### src/rtl/int_issue_queue.sv
// Integer issue queue: DEPTH entries with CDB wakeup, dispatch bypass and single issue per cycle.
// Optional ISSUEQ_AGE_SELECT_EN selects the oldest ready entry instead of the lowest index.
module int_issue_queue #(
    parameter int unsigned DEPTH = 4,
    parameter int unsigned TAG_W = 6
) (
    input  logic             clk,
    input  logic             reset,
    input  logic             dispatch_en,
    input  logic [3:0]       dispatch_opcode,
    input  logic [31:0]      dispatch_rsdata,
    input  logic [31:0]      dispatch_rtdata,
    input  logic [TAG_W-1:0] dispatch_rstag,
    input  logic [TAG_W-1:0] dispatch_rttag,
    input  logic             dispatch_rsvalid,
    input  logic             dispatch_rtvalid,
    input  logic [TAG_W-1:0] dispatch_rdtag,
    input  logic             cdb_valid,
    input  logic [TAG_W-1:0] cdb_tagout,
    input  logic [31:0]      cdb_out,
    input  logic             issue_int,
    output logic             ready_int,
    output logic [3:0]       issueq_opcode,
    output logic [31:0]      issueq_rsdata,
    output logic [31:0]      issueq_rtdata,
    output logic [TAG_W-1:0] issueq_rdtag,
    output logic             issueq_full,
    output logic [3:0]       issueq_count
);

    localparam int unsigned IDX_W = (DEPTH > 1) ? $clog2(DEPTH) : 1;

    logic [DEPTH-1:0] valid_q;
    logic [DEPTH-1:0] rs_rdy_q;
    logic [DEPTH-1:0] rt_rdy_q;
    logic [3:0]       opcode_q  [DEPTH];
    logic [31:0]      rs_data_q [DEPTH];
    logic [31:0]      rt_data_q [DEPTH];
    logic [TAG_W-1:0] rs_tag_q  [DEPTH];
    logic [TAG_W-1:0] rt_tag_q  [DEPTH];
    logic [TAG_W-1:0] rd_tag_q  [DEPTH];
    logic [3:0]       count_q;

`ifdef ISSUEQ_AGE_SELECT_EN
    localparam int unsigned SEQ_W = IDX_W + 1;

    logic [SEQ_W-1:0] seq_q [DEPTH];
    logic [SEQ_W-1:0] seq_cnt_q;

    // a is older than b when (a - b) is negative modulo 2^SEQ_W
    function automatic logic is_older(input logic [SEQ_W-1:0] a, input logic [SEQ_W-1:0] b);
        logic [SEQ_W-1:0] diff;
        diff = a - b;
        return diff[SEQ_W-1];
    endfunction
`endif

    logic [DEPTH-1:0] ready_vec;
    logic [IDX_W-1:0] sel_idx;
    logic             sel_found;
    logic [IDX_W-1:0] free_idx;
    logic             dispatch_ok;
    logic             issue_ok;
    logic             rs_bypass;
    logic             rt_bypass;

    assign ready_vec   = valid_q & rs_rdy_q & rt_rdy_q;
    assign ready_int   = |ready_vec;
    assign issueq_full = (count_q == 4'(DEPTH));
    assign issueq_count = count_q;
    assign dispatch_ok = dispatch_en & ~issueq_full;
    assign issue_ok    = issue_int & ready_int;
    assign rs_bypass   = cdb_valid & ~dispatch_rsvalid & (dispatch_rstag == cdb_tagout);
    assign rt_bypass   = cdb_valid & ~dispatch_rtvalid & (dispatch_rttag == cdb_tagout);

    always_comb begin
        sel_idx   = '0;
        sel_found = 1'b0;
        for (int i = 0; i < DEPTH; i++) begin
`ifdef ISSUEQ_AGE_SELECT_EN
            if (ready_vec[i] && (!sel_found || is_older(seq_q[i], seq_q[sel_idx]))) begin
                sel_idx   = IDX_W'(i);
                sel_found = 1'b1;
            end
`else
            if (ready_vec[i] && !sel_found) begin
                sel_idx   = IDX_W'(i);
                sel_found = 1'b1;
            end
`endif
        end
    end

    // Target uses registered valid bits, so an entry freed this cycle is never reused this cycle
    always_comb begin
        free_idx = '0;
        for (int i = DEPTH - 1; i >= 0; i--) begin
            if (!valid_q[i]) begin
                free_idx = IDX_W'(i);
            end
        end
    end

    always_comb begin
        issueq_opcode = '0;
        issueq_rsdata = '0;
        issueq_rtdata = '0;
        issueq_rdtag  = '0;
        if (ready_int) begin
            issueq_opcode = opcode_q[sel_idx];
            issueq_rsdata = rs_data_q[sel_idx];
            issueq_rtdata = rt_data_q[sel_idx];
            issueq_rdtag  = rd_tag_q[sel_idx];
        end
    end

    always_ff @(posedge clk or negedge reset) begin
        if (!reset) begin
            valid_q <= '0;
            count_q <= '0;
        end else begin
            for (int i = 0; i < DEPTH; i++) begin
                if (issue_ok && sel_idx == IDX_W'(i)) begin
                    valid_q[i] <= 1'b0;
                end
                if (dispatch_ok && free_idx == IDX_W'(i)) begin
                    valid_q[i] <= 1'b1;
                end
            end
            unique case ({dispatch_ok, issue_ok})
                2'b10:   count_q <= count_q + 4'd1;
                2'b01:   count_q <= count_q - 4'd1;
                default: count_q <= count_q;
            endcase
        end
    end

`ifdef ISSUEQ_AGE_SELECT_EN
    always_ff @(posedge clk or negedge reset) begin
        if (!reset) begin
            seq_cnt_q <= '0;
        end else if (dispatch_ok) begin
            seq_cnt_q <= seq_cnt_q + 1'b1;
        end
    end

    always_ff @(posedge clk) begin
        for (int i = 0; i < DEPTH; i++) begin
            if (dispatch_ok && free_idx == IDX_W'(i)) begin
                seq_q[i] <= seq_cnt_q;
            end
        end
    end
`endif

    // Payload is only meaningful under a valid bit, so it carries no reset
    always_ff @(posedge clk) begin
        for (int i = 0; i < DEPTH; i++) begin
            if (valid_q[i] && cdb_valid && !rs_rdy_q[i] && rs_tag_q[i] == cdb_tagout) begin
                rs_data_q[i] <= cdb_out;
                rs_rdy_q[i]  <= 1'b1;
            end
            if (valid_q[i] && cdb_valid && !rt_rdy_q[i] && rt_tag_q[i] == cdb_tagout) begin
                rt_data_q[i] <= cdb_out;
                rt_rdy_q[i]  <= 1'b1;
            end
            if (dispatch_ok && free_idx == IDX_W'(i)) begin
                opcode_q[i]  <= dispatch_opcode;
                rs_tag_q[i]  <= dispatch_rstag;
                rt_tag_q[i]  <= dispatch_rttag;
                rd_tag_q[i]  <= dispatch_rdtag;
                rs_rdy_q[i]  <= dispatch_rsvalid | rs_bypass;
                rt_rdy_q[i]  <= dispatch_rtvalid | rt_bypass;
                rs_data_q[i] <= dispatch_rsvalid ? dispatch_rsdata :
                                (rs_bypass ? cdb_out : '0);
                rt_data_q[i] <= dispatch_rtvalid ? dispatch_rtdata :
                                (rt_bypass ? cdb_out : '0);
            end
        end
    end

endmodule

### config.mk
export PLATFORM = sky130hd
export DESIGN_NAME = int_issue_queue
export DESIGN_NICKNAME = d
export VERILOG_FILES = /design/src/rtl/int_issue_queue.sv
export SDC_FILE = /design/constraint.sdc
export NUM_CORES = 1
export LEC_CHECK = 0
export ABC_AREA = 0
export CAP_MARGIN = 10
export CORE_MARGIN = 3
export CORE_UTILIZATION = 39
export CTS_CLUSTER_DIAMETER = 100
export DETAILED_ROUTE_END_ITERATION = 10
export GPL_TIMING_DRIVEN = 0
export SLEW_MARGIN = 20
export SYNTH_ARGS = -nofsm -noshare
export SYNTH_HDL_FRONTEND = slang
export SYNTH_SLANG_ARGS = --single-unit
export TNS_END_PERCENT = 10
### constraint.sdc
create_clock -name clk -period 3.6 [get_ports clk]
set_input_delay 0.36 -clock clk [delete_from_list [all_inputs] [get_ports clk]]
set_output_delay 0.36 -clock clk [all_outputs]
set_load 0.02 [all_outputs]
==> impl_metrics.ini <==
[yosys]
synth_compound_area_share_pct = 17.2
synth_top_family_by_area = compound AO/OA/AOI/OAI gates
syn_avg_cell_area_sq_um = 13.5
synthArstFlopShare_pct = 2.22
synth-xor-area-share_pct = 3.49
synthMuxAreaShare_pct = 4.60
synth.net_count = 1348
synth-main-ff-cell = edfxtp_1
ys_seq_area_share_pct = 65.9
synth.most_common_cell = edfxtp_1
synth_simple_gate_area_share_pct = 4.14
synthAdderAreaFrac_pct = 0.230
synthTopCellsByCount = 352 x edfxtp_1, 257 x o22ai_1, 77 x nand2_1, 76 x a21oi_1
synth_area_sq_um = 16300
synth_cells = 1214
synth_edf_count = 352
yosys_warnings = 0
yosysTopAreaCell = edfxtp_1
synth.area.top_cells = edfxtp_1 65%, o22ai_1 9.8%, mux2i_1 4.5%, a221oi_1 4.0%, a21oi_1 2.3%
netlist-cell-type-count = 40
synth.top_cell.area_share_pct = 64.7
ys_ff_latch = 360

[sta]
clock.fmax_mhz = 284
tightest_slew_ns = 0.985
fin_ws_ns = 0.0758
slew_headroom_pct = 34.3
rsz0062_at_grt = true
finClkSkew_ns = 0.0213
hold_violations = 0
maxSlewViolCount = 0
hold_slack_ns = 0.138
setup-violations-final = 0
fin_crit_sh_pct = 97.9
fin_crit_ns = 3.52

[setup_path]
worstPathArrival_ns = 3.16
cp-start-kind = flip-flop
crit_path_end_kind = output port
path_class = flip-flop to output port
critPathMaxFanout = 10
worst_ep_required_time_ns = 3.24

[die]
core-area_sq_um = 41100
dieArea_sq_um = 44400
placementRows = 74
fp.dieW_um = 211
initial_core_util_pct = 39.7
die_h_um = 211
io_pins = 211

[global_routing]
grt_overflow = 0
gr-usage-all-layers_pct = 23.2
grt_pass1_wl_um = 77500
first_global_vias = 12127
grt_max_degree = 24
antenna_found_initial = 0

[placed_design]
numPortBuffers = 202
hpwl_um = 36800
post-place-ws_ns = 0.00962
gp_congestion = 0.848

[drt]
drtPass1Iterations = 7
via_per_inst = 6.06
drc = 0
drt_iter0_markers = 1363
vias = 12253
antenna_left = 0
totalWireLength_um = 52900
avgRoutedWirePerCell_um = 26.2

[clock_tree]
clk_path_buf_depth = 3
htree_levels = 2
clock-sinks = 360
ctsHoldBuffers = 0
numCtsBuffers = 39
path_clk_slew_ns = 0.06
insertion_delay_ns = 0.53
cts-root-buf = clkbuf_16
cts_tree = yes

[cells_and_area]
syn_to_final_growth_pct = 26.5
nets = 1600
antennaDiodeCount = 0
drive_gt1_share_pct = 10.9

[pwr]
p_comb_share_pct = 41.4
clock_power_share_pct = 22.9
cellPowerDensity_nw_per_um2 = 815
p_switching_w = 0.00620
netSwitchingFraction_pct = 36.9
seqPwrFrac_pct = 35.7
p_int_w = 0.0106
peakVddDrop_mv = 0.414
leakage_nw = 7.27

[outcome]
status = complete, no violations

[run]
maxCapViolations = 0

[worst_hold_path]
min_path_type = input port to async pin
==> power groups by stage <==
| stage | registers (W) | clock network [W] | logic, W |
|---|---|---|---|
| after floorplan | 0.00609 | 0 | 0.00367 |
| after global placement | 0.00617 | 0 | 0.00661 |
| after detailed placement | 0.00610 | 0 | 0.00689 |
| after CTS | 0.00601 | 0.00388 | 0.00697 |
| after global routing | 0.00608 | 0.00407 | 0.00735 |
| final | 0.00601 | 0.00385 | 0.00696 |
==> area by class of cell <==
| cell class | count | area [sq um] |
|---|---|---|
| tap | 532 | 666 |
| clock inverter | 14 | 135 |
| sequential | 360 | 10800 |
| timing repair buffer | 211 | 2290 |
| fill | 3641 | 20500 |
| inverter | 40 | 150 |
| multi-input combinational | 702 | 4950 |
| clock buffer | 51 | 1060 |
| buffer | 112 | 624 |
==> through the flow <==
| step | utilization, % | cells | cell area, sq um | power [W] | TNS (ns) |
|---|---|---|---|---|---|
| detailed placement | 47.1 | 1957 | 19400 | 0.0130 | 0 |
| CTS | 50.1 | 2022 | 20600 | 0.0169 | 0 |
| finish | 50.2 | 2022 | 20700 | 0.0168 | 0 |
| floorplan | - | 1214 | 16300 | 0.00976 | -72.83 |
| global placement | 46.3 | 1948 | 19000 | 0.0128 | -708.44 |
| global route | 50.2 | 2022 | 20700 | 0.0175 | -0.00320 |
==> metal layers <==
metal  global-route usage [%]  wire length, um  part of all wire [%]
met3                     4.63             4340                   8.2
met2                     38.3            25700                    49
met1                     31.3            21500                    41
met5                        0                0                     0
met4                     6.79             1330                   2.5
==> critical path: stages (launching register included) <==
cell and delay, ns:
dfrtp_1 0.47, and3_1 0.20, clkbuf_1 0.17, buf_2 0.34, clkbuf_2 0.36, a221oi_1 0.17
a21oi_1 0.26, clkdlybuf4s50_1 0.67
==> registers in the layout, indices dropped and copies added, names as in the netlist, 16 cells and up <==
name and cells:
rt_tag_q 24, rd_tag_q 24, rs_data_q 128, rs_tag_q 24
opcode_q 16, rt_data_q 128
==> repair_timing <==
action	CTS	global route
setup endpoints to repair	74	51
resized for setup	32	23
setup buffers	0	0
==> kinds of logic after synthesis <==
group                    Yosys count
flip-flops                       360
multiplexers                      75
XOR/XNOR                          65
adder cells (fa/ha/maj)            3
buffers and inverters            152
AO/OA/AOI/OAI                    428
AND/OR/NAND/NOR                  131
==> placed cells by master, fill, tap and decap left out, types with 2 or more instances in the layout <==
cell and instances:
a21oi_1 72, nor2_1 3, clkbuf_4 7, clkbuf_2 14
nand2b_1 4, bufinv_16 3, buf_4 11, clkinv_1 8
clkbuf_16 41, xnor2_1 26, nand4_1 9, edfxtp_1 352
clkbuf_1 44, a21oi_4 4, mux2i_1 74, nand3_1 5
buf_6 10, a221oi_1 74, nor4_4 2, nand2_1 76
dlymetal6s2s_1 10, ha_1 3, xor2_1 39, o21ai_0 3
buf_16 9, inv_1 39, o22ai_1 257, buf_2 35
a21oi_2 8, clkdlybuf4s50_1 192, nor3_2 2, nor4b_1 2
o21ai_4 8, dfrtp_1 8, or3_1 9, nor4_1 10
clkinv_2 3
==> path summary, 6_finish.rpt <==
path                                    from                 to  slack (ns)  cells after the start
setup reg to reg             issueq_count[2]     rd_tag_q[2][3]        0.62                      7
hold reg to reg              issueq_count[3]    issueq_count[3]        0.51                      1
hold / removal                         reset    issueq_count[3]        0.14                      1
setup / recovery                  valid_q[2]  issueq_rtdata[24]        0.08                      7
min in group clk           dispatch_rdtag[3]     rd_tag_q[3][3]        0.47                      1
max in group asynchronous              reset    issueq_count[2]        3.17                      1
(Power assumes the default switching activity.)
